`src/rtl/fc_layer_ctrl_if.sv`:
```
// Bus bundle between the fully-connected layer sequencer and its memories/core.
// The master side is the sequencer; the slave side is the memories, the MAC core
// and the output memory.
interface fc_layer_ctrl_if #(
    parameter int IN_DATA_WIDTH = 9,
    parameter int NUM_IN        = 16,
    parameter int NUM_OUT       = 8
);
    localparam int W    = IN_DATA_WIDTH;
    localparam int NA_W = (NUM_IN > 1) ? $clog2(NUM_IN) : 1;
    localparam int WA_W = (NUM_IN * NUM_OUT > 1) ? $clog2(NUM_IN * NUM_OUT) : 1;
    localparam int OA_W = (NUM_OUT > 1) ? $clog2(NUM_OUT) : 1;

    // node / weight / bias memory read port
    logic              o_rd_en;
    logic [NA_W-1:0]   o_node_addr;
    logic [WA_W-1:0]   o_wegt_addr;
    logic [OA_W-1:0]   o_bias_addr;
    logic [W-1:0]      i_node_rdata;
    logic [W-1:0]      i_wegt_rdata;
    logic [W-1:0]      i_bias_rdata;

    // MAC core port
    logic              o_core_run;
    logic              o_core_valid;
    logic [W-1:0]      o_core_node;
    logic [W-1:0]      o_core_wegt;
    logic [W-1:0]      o_core_bias;
    logic [4*W-1:0]    i_core_result;

    // output memory write port
    logic              o_out_we;
    logic [OA_W-1:0]   o_out_addr;
    logic [4*W-1:0]    o_out_data;

    modport master (
        output o_rd_en, o_node_addr, o_wegt_addr, o_bias_addr,
        input  i_node_rdata, i_wegt_rdata, i_bias_rdata,
        output o_core_run, o_core_valid, o_core_node, o_core_wegt, o_core_bias,
        input  i_core_result,
        output o_out_we, o_out_addr, o_out_data
    );

    modport slave (
        input  o_rd_en, o_node_addr, o_wegt_addr, o_bias_addr,
        output i_node_rdata, i_wegt_rdata, i_bias_rdata,
        input  o_core_run, o_core_valid, o_core_node, o_core_wegt, o_core_bias,
        output i_core_result,
        input  o_out_we, o_out_addr, o_out_data
    );
endinterface

```
`src/rtl/fc_layer_ctrl.sv`:
```
// Sequencer for one fully-connected MAC core: per output neuron it clears the core,
// streams NUM_IN node/weight pairs (bias only on the first beat), then writes the
// accumulated result to the output memory.
module fc_layer_ctrl #(
    parameter int IN_DATA_WIDTH = 9,
    parameter int NUM_IN        = 16,
    parameter int NUM_OUT       = 8
) (
    input  logic                clk,
    input  logic                reset_n,
    input  logic                i_start,
    input  logic                i_abort,
    output logic                o_idle,
    output logic                o_done,
    fc_layer_ctrl_if.master     bus
);
    localparam int NA_W = (NUM_IN > 1) ? $clog2(NUM_IN) : 1;
    localparam int WA_W = (NUM_IN * NUM_OUT > 1) ? $clog2(NUM_IN * NUM_OUT) : 1;
    localparam int OA_W = (NUM_OUT > 1) ? $clog2(NUM_OUT) : 1;

    typedef enum logic [2:0] {
        S_IDLE,
        S_CLEAR,
        S_FEED,
        S_DRAIN,
        S_WRITE,
        S_DONE
    } state_t;

    state_t            state_reg, state_next;
    logic [NA_W-1:0]   in_cnt_reg, in_cnt_next;
    logic [OA_W-1:0]   out_cnt_reg, out_cnt_next;
    logic              valid_reg, valid_next;
    logic              first_reg, first_next;
    logic              abort_hit;
    logic              rd_en, core_run, out_we, done, idle;

    // State, counters and the one-cycle beat-delay flags.
    always_ff @(posedge clk) begin
        if (!reset_n) begin
            state_reg   <= S_IDLE;
            in_cnt_reg  <= '0;
            out_cnt_reg <= '0;
            valid_reg   <= 1'b0;
            first_reg   <= 1'b0;
        end else begin
            state_reg   <= state_next;
            in_cnt_reg  <= in_cnt_next;
            out_cnt_reg <= out_cnt_next;
            valid_reg   <= valid_next;
            first_reg   <= first_next;
        end
    end

    // Next-state, counter updates and state-decoded strobes.
    always_comb begin
        state_next   = state_reg;
        in_cnt_next  = in_cnt_reg;
        out_cnt_next = out_cnt_reg;
        rd_en        = 1'b0;
        core_run     = 1'b0;
        out_we       = 1'b0;
        done         = 1'b0;
        idle         = 1'b0;
        abort_hit    = (state_reg != S_IDLE) && i_abort;

        case (state_reg)
            S_IDLE: begin
                idle = 1'b1;
                if (i_start) begin
                    state_next   = S_CLEAR;
                    out_cnt_next = '0;
                end
            end
            S_CLEAR: begin
                core_run    = 1'b1;
                in_cnt_next = '0;
                state_next  = S_FEED;
            end
            S_FEED: begin
                rd_en = 1'b1;
                if (in_cnt_reg == NA_W'(NUM_IN - 1)) begin
                    state_next = S_DRAIN;
                end else begin
                    in_cnt_next = in_cnt_reg + NA_W'(1);
                end
            end
            S_DRAIN: begin
                state_next = S_WRITE;
            end
            S_WRITE: begin
                out_we = 1'b1;
                if (out_cnt_reg == OA_W'(NUM_OUT - 1)) begin
                    state_next = S_DONE;
                end else begin
                    out_cnt_next = out_cnt_reg + OA_W'(1);
                    state_next   = S_CLEAR;
                end
            end
            S_DONE: begin
                done       = 1'b1;
                state_next = S_IDLE;
            end
            default: begin
                state_next = S_IDLE;
            end
        endcase

        // Abort suppresses the write/done of this cycle; the read strobe of this
        // cycle still goes out, but its beat is never marked valid.
        if (abort_hit) begin
            state_next = S_IDLE;
            out_we     = 1'b0;
            done       = 1'b0;
        end

        valid_next = rd_en && !abort_hit;
        first_next = rd_en && (in_cnt_reg == '0) && !abort_hit;
    end

    // Strobes are masked while reset is held so nothing fires in the reset cycle.
    assign o_idle           = idle || !reset_n;
    assign o_done           = done && reset_n;
    assign bus.o_rd_en      = rd_en && reset_n;
    assign bus.o_core_run   = core_run && reset_n;
    assign bus.o_core_valid = valid_reg && reset_n;
    assign bus.o_out_we     = out_we && reset_n;

    assign bus.o_node_addr  = in_cnt_reg;
    assign bus.o_wegt_addr  = WA_W'(out_cnt_reg) * WA_W'(NUM_IN) + WA_W'(in_cnt_reg);
    assign bus.o_bias_addr  = out_cnt_reg;
    assign bus.o_out_addr   = out_cnt_reg;

    // Data path is pure steering; the core owns all arithmetic.
    assign bus.o_core_node  = bus.i_node_rdata;
    assign bus.o_core_wegt  = bus.i_wegt_rdata;
    assign bus.o_core_bias  = (first_reg && reset_n) ? bus.i_bias_rdata : '0;
    assign bus.o_out_data   = bus.o_out_we ? bus.i_core_result : '0;
endmodule

```
`src/flat_wrapper.sv`:
```
// flat-port wrapper written by rule: the top's interface ports become plain ports
module fc_layer_ctrl_flat 
#(
    parameter int IN_DATA_WIDTH = 9,
    parameter int NUM_IN        = 16,
    parameter int NUM_OUT       = 8
)
  (clk, reset_n, i_start, i_abort, o_idle, o_done, bus_o_rd_en, bus_o_node_addr, bus_o_wegt_addr, bus_o_bias_addr, bus_i_node_rdata, bus_i_wegt_rdata, bus_i_bias_rdata, bus_o_core_run, bus_o_core_valid, bus_o_core_node, bus_o_core_wegt, bus_o_core_bias, bus_i_core_result, bus_o_out_we, bus_o_out_addr, bus_o_out_data);
  fc_layer_ctrl_if #(.IN_DATA_WIDTH(IN_DATA_WIDTH), .NUM_IN(NUM_IN), .NUM_OUT(NUM_OUT)) bus_i ();
  input  logic clk;
  input  logic reset_n;
  input  logic i_start;
  input  logic i_abort;
  output logic o_idle;
  output logic o_done;
  output wire logic [$bits(bus_i.o_rd_en)-1:0] bus_o_rd_en;
  output wire logic [$bits(bus_i.o_node_addr)-1:0] bus_o_node_addr;
  output wire logic [$bits(bus_i.o_wegt_addr)-1:0] bus_o_wegt_addr;
  output wire logic [$bits(bus_i.o_bias_addr)-1:0] bus_o_bias_addr;
  input wire logic [$bits(bus_i.i_node_rdata)-1:0] bus_i_node_rdata;
  input wire logic [$bits(bus_i.i_wegt_rdata)-1:0] bus_i_wegt_rdata;
  input wire logic [$bits(bus_i.i_bias_rdata)-1:0] bus_i_bias_rdata;
  output wire logic [$bits(bus_i.o_core_run)-1:0] bus_o_core_run;
  output wire logic [$bits(bus_i.o_core_valid)-1:0] bus_o_core_valid;
  output wire logic [$bits(bus_i.o_core_node)-1:0] bus_o_core_node;
  output wire logic [$bits(bus_i.o_core_wegt)-1:0] bus_o_core_wegt;
  output wire logic [$bits(bus_i.o_core_bias)-1:0] bus_o_core_bias;
  input wire logic [$bits(bus_i.i_core_result)-1:0] bus_i_core_result;
  output wire logic [$bits(bus_i.o_out_we)-1:0] bus_o_out_we;
  output wire logic [$bits(bus_i.o_out_addr)-1:0] bus_o_out_addr;
  output wire logic [$bits(bus_i.o_out_data)-1:0] bus_o_out_data;
  assign bus_o_rd_en = bus_i.o_rd_en;
  assign bus_o_node_addr = bus_i.o_node_addr;
  assign bus_o_wegt_addr = bus_i.o_wegt_addr;
  assign bus_o_bias_addr = bus_i.o_bias_addr;
  assign bus_i.i_node_rdata = bus_i_node_rdata;
  assign bus_i.i_wegt_rdata = bus_i_wegt_rdata;
  assign bus_i.i_bias_rdata = bus_i_bias_rdata;
  assign bus_o_core_run = bus_i.o_core_run;
  assign bus_o_core_valid = bus_i.o_core_valid;
  assign bus_o_core_node = bus_i.o_core_node;
  assign bus_o_core_wegt = bus_i.o_core_wegt;
  assign bus_o_core_bias = bus_i.o_core_bias;
  assign bus_i.i_core_result = bus_i_core_result;
  assign bus_o_out_we = bus_i.o_out_we;
  assign bus_o_out_addr = bus_i.o_out_addr;
  assign bus_o_out_data = bus_i.o_out_data;
  fc_layer_ctrl #(.IN_DATA_WIDTH(IN_DATA_WIDTH), .NUM_IN(NUM_IN), .NUM_OUT(NUM_OUT)) u_core (.clk(clk), .reset_n(reset_n), .i_start(i_start), .i_abort(i_abort), .o_idle(o_idle), .o_done(o_done), .bus(bus_i));
endmodule
```
`config.mk`:
```
export PLATFORM = sky130hd
export DESIGN_NAME = fc_layer_ctrl_flat
export DESIGN_NICKNAME = d
export VERILOG_FILES = /design/src/rtl/fc_layer_ctrl_if.sv /design/src/rtl/fc_layer_ctrl.sv /design/src/flat_wrapper.sv
export SDC_FILE = /design/constraint.sdc
export NUM_CORES = 1
export LEC_CHECK = 0
export ABC_AREA = 1
export CORE_ASPECT_RATIO = 1.2
export CORE_UTILIZATION = 27
export DETAILED_ROUTE_END_ITERATION = 8
export PLACE_DENSITY_LB_ADDON = 0.3
export SYNTH_ARGS = -nofsm -noshare
export SYNTH_HDL_FRONTEND = slang
export SYNTH_SLANG_ARGS = --single-unit
```
`constraint.sdc`:
```
create_clock -name clk -period 1.4 [get_ports clk]
set_input_delay 0.14 -clock clk [delete_from_list [all_inputs] [get_ports clk]]
set_output_delay 0.14 -clock clk [all_outputs]
set_load 0.03 [all_outputs]
```
==> flow_metrics.tcl, run 1 <==
set metrics [dict create \
    row_count 26 \
    power_density_nw_per_um2 668 \
    final_nets 400 \
    cap_violations 0 \
    die_h_um 76.5 \
    hold_viol 0 \
    grt_max_degree 11 \
    postLayoutCellArea_sq_um 2950 \
    fin_cells 384 \
    totalWireLength_um 4630 \
    syn-num-nets 289 \
    pwr-share-comb 0.571 \
    timing.setup.tns_ns -1.96 \
    crit_path_start_kind "flip-flop" \
    clk_pin_slew_ns 0.06 \
    pre_cts_slack_ns -0.170 \
    final.min_clock_period_ns 1.48 \
    p_int_mw 1.16 \
    synthToLayoutAreaGrowth_pct 137 \
    synth.ff_latch_count 12 \
    whs_ns 0.280 \
    drc 0 \
    status "finished with violations" \
    total_power_mw 1.97 \
    tritoncts "yes" \
    cts_num_sinks 12 \
    synthCells 218 \
    rsz0062_at_grt "yes" \
    worstPathArrival_ns 1.34 \
    p_clk_frac 0.200 \
    start_util 0.286 \
    switchingPower_mw 0.813 \
    initialDrtViolationCount 21 \
    cp_max_fo 4 \
    htreeDepth 1 \
    gp_congestion 0.909 \
    drtAntennaViolNets 0 \
    vias 1618 \
    clock_latency_ns 0.25 \
    first_pass_iters 2 \
    finalCritPeriodShare 1.06 \
    setup_viol 38 \
    slew_violations 0 \
    crit_type "flip-flop to primary output" \
    vias_per_cell 4.21 \
    coreArea_sq_um 4360 \
    grt_pass1_vias 1594 \
    wire_per_inst_um 12.1 \
    cts_root_buffer "clkbuf_8" \
    fillers 353 \
    placed_cell_area_sq_um 2390 \
    antenna_found_initial 0 \
    fmax_mhz 675 \
    largest_register_ffs 4 \
    dp_hpwl_um 3420 \
    numCtsBuffers 3 \
    antenna_cells 0 \
    dieArea_sq_um 4900 \
    track_usage 0.195 \
    placedCellCount 367 \
    crit_required_ns 1.26 \
    yosys_warnings 0 \
    finClkSkew_ns 0.000661 \
    yosysSeqAreaShare 0.193 \
    slew_headroom 0.745 \
    violations "setup timing" \
    vdd_ir_drop_max_uv 814 \
    setup_ws_ns -0.0815 \
    tightest_slew_ns 0.380 \
    multi_input_area_sq_um 826 \
    holdPathStages 0 \
    cp-end-kind "primary output" \
    seqPwrFrac 0.229 \
    syn_avg_cell_area_sq_um 5.72 \
    cts_buffer_depth 2 \
    netlist_area_sq_um 1250 \
    ff2ff_path_depth 7 \
    grt_pass1_wl_um 7530 \
    die_w_um 64.1 \
    hold_class "input port to primary output" \
    overflow 0 \
    cellLeakagePower_nw 1.48 \
    yosys.cell_types.count 21 \
    drive_gt1_frac 0.427 \
    postLayoutCoreUtil 0.677 \
    portBuffers 116 \
    pin_count 153 \
    regArea_sq_um 250 \
    p_sw_frac 0.413 \
]
==> path summary, 6_finish.rpt <==
path                                             endpoint                       from  slack [ns]
worst max register to register  u_core.bus.o_bias_addr[1]  u_core.bus.o_bias_addr[0]        0.08
worst max-delay path                   bus_o_out_data[34]        u_core.state_reg[2]       -0.08
worst min register to register  u_core.bus.o_node_addr[1]  u_core.bus.o_node_addr[1]        0.56
worst min-delay path                   bus_o_core_node[2]        bus_i_node_rdata[2]        0.28
==> worst max-delay path: stages (launching register included) <==
cell and delay (ns):
dfxtp_4 0.35, nand3_4 0.08, nor2_4 0.16, buf_4 0.13, buf_6 0.10, inv_6 0.05
nor2_4 0.10, buf_12 0.13
==> cell type report <==
type                    instances  area share
repair buffers                138       0.511
multi-input cells             113       0.280
flip-flops and latches         12      0.0848
repair inverters                1     0.00297
well taps                      56      0.0237
clock buffers                   4      0.0187
inverters                      60      0.0789
==> power by group through the flow <==
stage / Combinational [mW] / Sequential, mW / Clock (mW)
2_1_floorplan: 0.629 / 0.514 / 0
3_3_place_gp: 0.986 / 0.454 / 0
3_5_place_dp: 0.997 / 0.456 / 0
4_1_cts: 1.08 / 0.446 / 0.401
5_1_grt: 1.22 / 0.461 / 0.412
6_report: 1.13 / 0.452 / 0.393
==> cells in the mapped netlist (all sizes together) <==
library cell  number  share of area
nor2              65           0.20
inv               60           0.18
buf               33           0.21
nand2             15          0.047
dfxtp             12           0.19
nand3             10          0.044
a21oi              5          0.020
ha                 4          0.040
nor3               4          0.016
o21ai              4          0.016
nand3b             3          0.018
a22oi              1         0.0060
and2               1         0.0050
o31ai              1         0.0060
==> cells by family after synthesis <==
family,synth area share
AND/OR/NAND/NOR,0.330
buffers and inverters,0.389
flip-flops,0.193
AO/OA/AOI/OAI,0.0481
adder cells (fa/ha/maj),0.0401
==> timing repair <==
item | 4_1_cts | 5_1_grt
cloned | 4 | 0
endpoints found under the setup margin | 64 | 48
pin swaps | 5 | 2
gates resized for setup | 109 | 14
hold buffers | 0 | 0
buffers inserted | 8 | 1
==> cell usage in the layout (no fill, tap or decap), drive strengths merged, types with 4 or more instances in the layout <==
| cell type | netlist | routed |
|---|---|---|
| dfxtp | 12 | 12 |
| o21ai | 4 | 4 |
| nor2 | 65 | 65 |
| nand3 | 10 | 10 |
| ha | 4 | 4 |
| a21oi | 5 | 5 |
| nor3 | 4 | 4 |
| inv | 60 | 61 |
| clkdlybuf4s50 | 0 | 46 |
| clkbuf | 0 | 4 |
| buf | 33 | 73 |
| nand2 | 15 | 15 |
| dlygate4sd2 | 0 | 19 |
==> layer usage <==
layer | track usage | share of wire | routed length, um | up-vias
met3 | 0.0793 | 0.12 | 555 | 11
met5 | 0 | 0 | 0 | -
met2 | 0.365 | 0.52 | 2430 | 80
met4 | 0.0750 | 0.022 | 101 | 0
li1 | - | - | - | 820
met1 | 0.183 | 0.33 | 1550 | 707
No activity file was read; power rests on OpenSTA's default activity.
==> run 2, diff against run 1 <==
- SLEW_MARGIN: not set -> 20
==> results of run 2 <==
Final layout, timing and power as in run 1 (identical DEF).
==> edit 1 (flow settings as in run 2) <==
`NUM_OUT` is set to 8 in 3 places; all go to 4.
--- a/src/rtl/fc_layer_ctrl_if.sv
+++ b/src/rtl/fc_layer_ctrl_if.sv
@@ -5,5 +5,5 @@
     parameter int IN_DATA_WIDTH = 9,
     parameter int NUM_IN        = 16,
-    parameter int NUM_OUT       = 8
+    parameter int NUM_OUT       = 4
 );
     localparam int W    = IN_DATA_WIDTH;
--- a/src/rtl/fc_layer_ctrl.sv
+++ b/src/rtl/fc_layer_ctrl.sv
@@ -5,5 +5,5 @@
     parameter int IN_DATA_WIDTH = 9,
     parameter int NUM_IN        = 16,
-    parameter int NUM_OUT       = 8
+    parameter int NUM_OUT       = 4
 ) (
     input  logic                clk,
--- a/src/flat_wrapper.sv
+++ b/src/flat_wrapper.sv
@@ -4,5 +4,5 @@
     parameter int IN_DATA_WIDTH = 9,
     parameter int NUM_IN        = 16,
-    parameter int NUM_OUT       = 8
+    parameter int NUM_OUT       = 4
 )
   (clk, reset_n, i_start, i_abort, o_idle, o_done, bus_o_rd_en, bus_o_node_addr, bus_o_wegt_addr, bus_o_bias_addr, bus_i_node_rdata, bus_i_wegt_rdata, bus_i_bias_rdata, bus_o_core_run, bus_o_core_valid, bus_o_core_node, bus_o_core_wegt, bus_o_core_bias, bus_i_core_result, bus_o_out_we, bus_o_out_addr, bus_o_out_data);
Ports: changed (resized bus_o_bias_addr, bus_o_out_addr and bus_o_wegt_addr); port bits go from 153 to 150. No check against the original RTL was run, so the function may have changed too.
==> edit 1 against run 2 <==
The run still ends with negative setup slack left. Via count is 3.1% lower. Sequential cell count is 1 lower. Critical path depth is 1 higher. Routed wire length is 0.45% higher. Area after synthesis is 1.3% lower. Final area is 2.6% lower. First-iteration DRC count is 76% higher. Power is 10% lower. Non-clock buffer count is 1 lower. Worst setup slack worse by 200 ps. Critical path type unchanged. Largest cell class unchanged. Highest routed layer unchanged.
==> edit 1: results (changes against run 2) <==
| Metric | Value |
|---|---|
| Static Leak | 0.00145 µW (was 0.00148 µW) |
| Final hold slack | 280 ps (about the same) |
| Total number of vias | 1568 (was 1618) |
| # port buffers | 113 (was 116) |
| Slack of the critical path | -279 ps (was -81.5 ps) |
| Met2 GRT Util | 36.6% (was 36.5%) |
| GRT met1 Usage | 20.5% (was 18.3%) |
| Violated checks | negative setup slack (unchanged) |
| Outcome | finished, violations left (unchanged) |
| CP max stage cell | dfxtp_2 (was dfxtp_4) |
| WL final | 4650 µm (was 4630 µm) |
| Skew final | 0.826 ps (was 0.661 ps) |
| Iter 0 DRT Violations | 37 (was 21) |
| Grt met3 use | 7.19% (was 7.93%) |
| Reg2reg setup slack | 150 ps (was 80 ps) |
| Compound-Gate Fraction of Synth Area | 4.88% (was 4.81%) |
| Final setup fails | 38 (unchanged) |
| Fraction of layout cells with a size suffix above 1 | 41.8% (was 42.7%) |
| Register area share after synthesis | 17.9% (was 19.3%) |
| Number of distinct library cells after synthesis | 18 (was 21) |
| Total track usage | 19.7% (was 19.5%) |
| Worst-margin pin slew | 324 ps (was 380 ps) |
| Max VDD drop | 0.608 mV (was 0.814 mV) |
| Hpwl dp | 3250 µm (was 3420 µm) |
| Post-synth top cells | inv_1, nor2_2, nor2_1 (was nor2_1, inv_1, buf_4) |
| Gp weighted congestion | 0.796 (was 0.909) |
| Adder-Cell Fraction of Synth Area | 3.05% (was 4.01%) |
## edit 1: path summary, 6_finish.rpt
kind	from	endpoint	depth (start not counted)
setup / recovery	u_core.state_reg[0]$_SDFFE_PP0P_	bus_o_out_data[12]	8
hold / removal	bus_i_node_rdata[4]	bus_o_core_node[4]	0
setup reg to reg	u_core.state_reg[0]$_SDFFE_PP0P_	u_core.state_reg[0]$_SDFFE_PP0P_	7
hold reg to reg	u_core.bus.o_bias_addr[1]$_SDFFE_PN0P_	u_core.bus.o_bias_addr[1]$_SDFFE_PN0P_	2
## edit 1: repair_timing
item                       CTS  global route
setup buffers                5             2
setup endpoints to repair   62            51
pin swaps                    8             8
cloned                       4             0
gates resized for setup    110             6
## edit 1: cell families after synthesis
family,Yosys count
AND/OR/NAND/NOR,94
buffers and inverters,88
AO/OA/AOI/OAI,11
flip-flops,11
adder cells (fa/ha/maj),3
## edit 1: report_power, final
| part | leakage [µW] | internal (µW) | total, µW | switching (µW) |
|---|---|---|---|---|
| registers | 0.0000912 | 371 | 433 | 61.3 |
| logic | 0.00134 | 435 | 1010 | 570 |
| clock network | 0.0000228 | 201 | 331 | 130 |
| total | 0.00145 | 1010 | 1770 | 762 |
## edit 1: stage by stage
| stage | cells | worst slack (ps) | cell area (µm²) |
|---|---|---|---|
| floorplan | 207 | 23.1 | 1240 |
| global placement | 359 | -63.8 | 2280 |
| detailed placement | 359 | -66.6 | 2280 |
| CTS | 372 | -282 | 2840 |
| global route | 374 | -330 | 2870 |
| finish | 374 | -279 | 2870 |
## edit 1: final cells by class
class                      count  area [µm²]
inverter                      58         223
timing repair buffer         137        1510
clock buffer                   4        45.0
fill                         363        1450
sequential                    11         225
tap                           56        70.1
multi-input combinational    108         801
## edit 1: routing by layer
layer / vias up / part of all wire, % / wire length (µm)
li1: 788 / - / -
met1: 693 / 36 / 1700
met2: 78 / 52 / 2430
met3: 9 / 9.9 / 463
met4: 0 / 1.3 / 59
met5: - / 0 / 0
==> edit 2 (flow settings as in run 2) <==
Without the edit above. Put a register stage on the outputs `o_idle` and `o_done`. The values now appear one clock later. The other outputs are not delayed to match.
--- a/src/rtl/fc_layer_ctrl.sv
+++ b/src/rtl/fc_layer_ctrl.sv
@@ -120,6 +120,8 @@
 
     // Strobes are masked while reset is held so nothing fires in the reset cycle.
-    assign o_idle           = idle || !reset_n;
-    assign o_done           = done && reset_n;
+    always_ff @(posedge clk) begin
+        o_idle <= idle || !reset_n;
+        o_done <= done && reset_n;
+    end
     assign bus.o_rd_en      = rd_en && reset_n;
     assign bus.o_core_run   = core_run && reset_n;
Formal check against the unedited RTL: not equivalent (Yosys sat finds a counterexample within 4 cycles, from zero or initial values and one cycle with reset_n low).
==> edit 2 against run 2 <==
Final area decreased by 11%. Sequential cell count increased by 2. Hold slack about the same. Global-route usage decreased by 1.6 points. Register-to-register slack improved by 30 ps. The run still ends with negative setup slack left. Worst setup slack got worse by 120 ps. Combinational power decreased by 9%. Routed wire length increased by 0.84%. Area after synthesis increased by 6.6%. Power decreased by 4.0%.
==> edit 2: results (changes against run 2) <==
| Metric | Value |
|---|---|
| Outcome | finished, violations left (unchanged) |
| Violated checks | negative setup slack (unchanged) |
| Dpl ws | -91.8 ps (was -170 ps) |
| Total number of vias | 1600 (was 1618) |
| Vias in the first global route | 1505 (was 1594) |
| # clk buffers | 3 (was 4) |
| Register area share after synthesis | 21.1% (was 19.3%) |
| Slack of the critical path | -198 ps (was -81.5 ps) |
| Relative slew margins | 72.0% (was 74.5%) |
| Final nets | 396 (was 400) |
| Worst EP arrival | 1460 ps (was 1340 ps) |
| Syn nets | 287 (was 289) |
| Non-Clock Buffer Count | 136 (was 138) |
| Hpwl dp | 3640 µm (was 3420 µm) |
| Worst Path Max Fanout | 6 (was 4) |
| Largest net degree at the start of global routing | 13 (was 11) |
| CP max stage cell | dfxtp_2 (was dfxtp_4) |
| Gp weighted congestion | 0.883 (was 0.909) |
| Max VDD drop | 0.612 mV (was 0.814 mV) |
| Area occupied by multi-input gates | 697 µm² (was 826 µm²) |
| Crit path max-delay family | simple AND/OR/NAND/NOR gates (was buffers and inverters) |
| Non-Clock Buffer Area Fraction | 50.2% (was 51.1%) |
| Post-synth top cells | inv_1, nor2_1, buf_4 (was nor2_1, inv_1, buf_4) |
| Fraction of layout cells with a size suffix above 1 | 36.2% (was 42.7%) |
| Inverters | 57 (was 61) |
| Skew final | 2.93 ps (was 0.661 ps) |
| Synth top area cells | dfxtp_1, buf_4, inv_1 (was dfxtp_1, nor2_1, inv_1) |
| Final setup fails | 37 (was 38) |
| Compound-Gate Fraction of Synth Area | 4.61% (was 4.81%) |
| Iter 0 DRT Violations | 42 (was 21) |
| First-pass GRT wire length | 7090 µm (was 7530 µm) |
| Adder-Cell Fraction of Synth Area | 3.76% (was 4.01%) |
| Setup TNS | -6130 ps (was -1960 ps) |
| Static Leak | 0.00143 µW (was 0.00148 µW) |
[edit 2: cell count changes after synthesis, moves of 2 or more]
cell      before  now
nor3_1         4    1
nor2_1        63   41
dfxtp_1       12   14
nand2_1       14   23
nor2_2         2   19
nand3_1        9    6
nand3b_1       3    0
inv_1         59   55
nand2_2        1    3
[edit 2: per-stage QoR]
stage	std cells	hold slack, ps	area (µm²)	total power, µW
floorplan	216	215	1330	1180
global placement	373	280	2400	1470
detailed placement	373	280	2400	1480
CTS	379	280	2590	1830
global route	381	280	2640	2020
finish	381	280	2640	1890
[edit 2: final timing paths]
check / end / cells after the start / slack [ps] / start
worst max-delay path: bus_o_out_data[22] / 7 / -200 / u_core.state_reg[1]$_SDFFE_PP0P_
worst min-delay path: bus_o_core_node[0] / 0 / 280 / bus_i_node_rdata[0]
worst max register to register: u_core.bus.o_bias_addr[1]$_SDFFE_PN0P_ / 6 / 110 / u_core.bus.o_bias_addr[0]$_SDFFE_PN0P_
worst min register to register: u_core.bus.o_node_addr[0]$_SDFFE_PN0P_ / 2 / 490 / u_core.bus.o_node_addr[0]$_SDFFE_PN0P_
[edit 2: timing repair]
item	CTS	global route
pin swaps	4	0
setup endpoints to repair	64	52
setup buffers	3	2
resized for setup	56	9
[edit 2: where the power goes]
group | switching, µW | internal [µW] | leakage [µW]
Sequential | 67.5 | 462 | 0.000116
Combinational | 576 | 450 | 0.00130
Clock | 145 | 191 | 0.0000216
[edit 2: routing by layer]
layer  track usage [%]  up-vias  share of wire [%]
met5                 0        -                  0
met4              8.30        0                3.3
li1                  -      804                  -
met3              4.60       19                 10
met1              20.5      688                 39
met2              30.5       89                 48
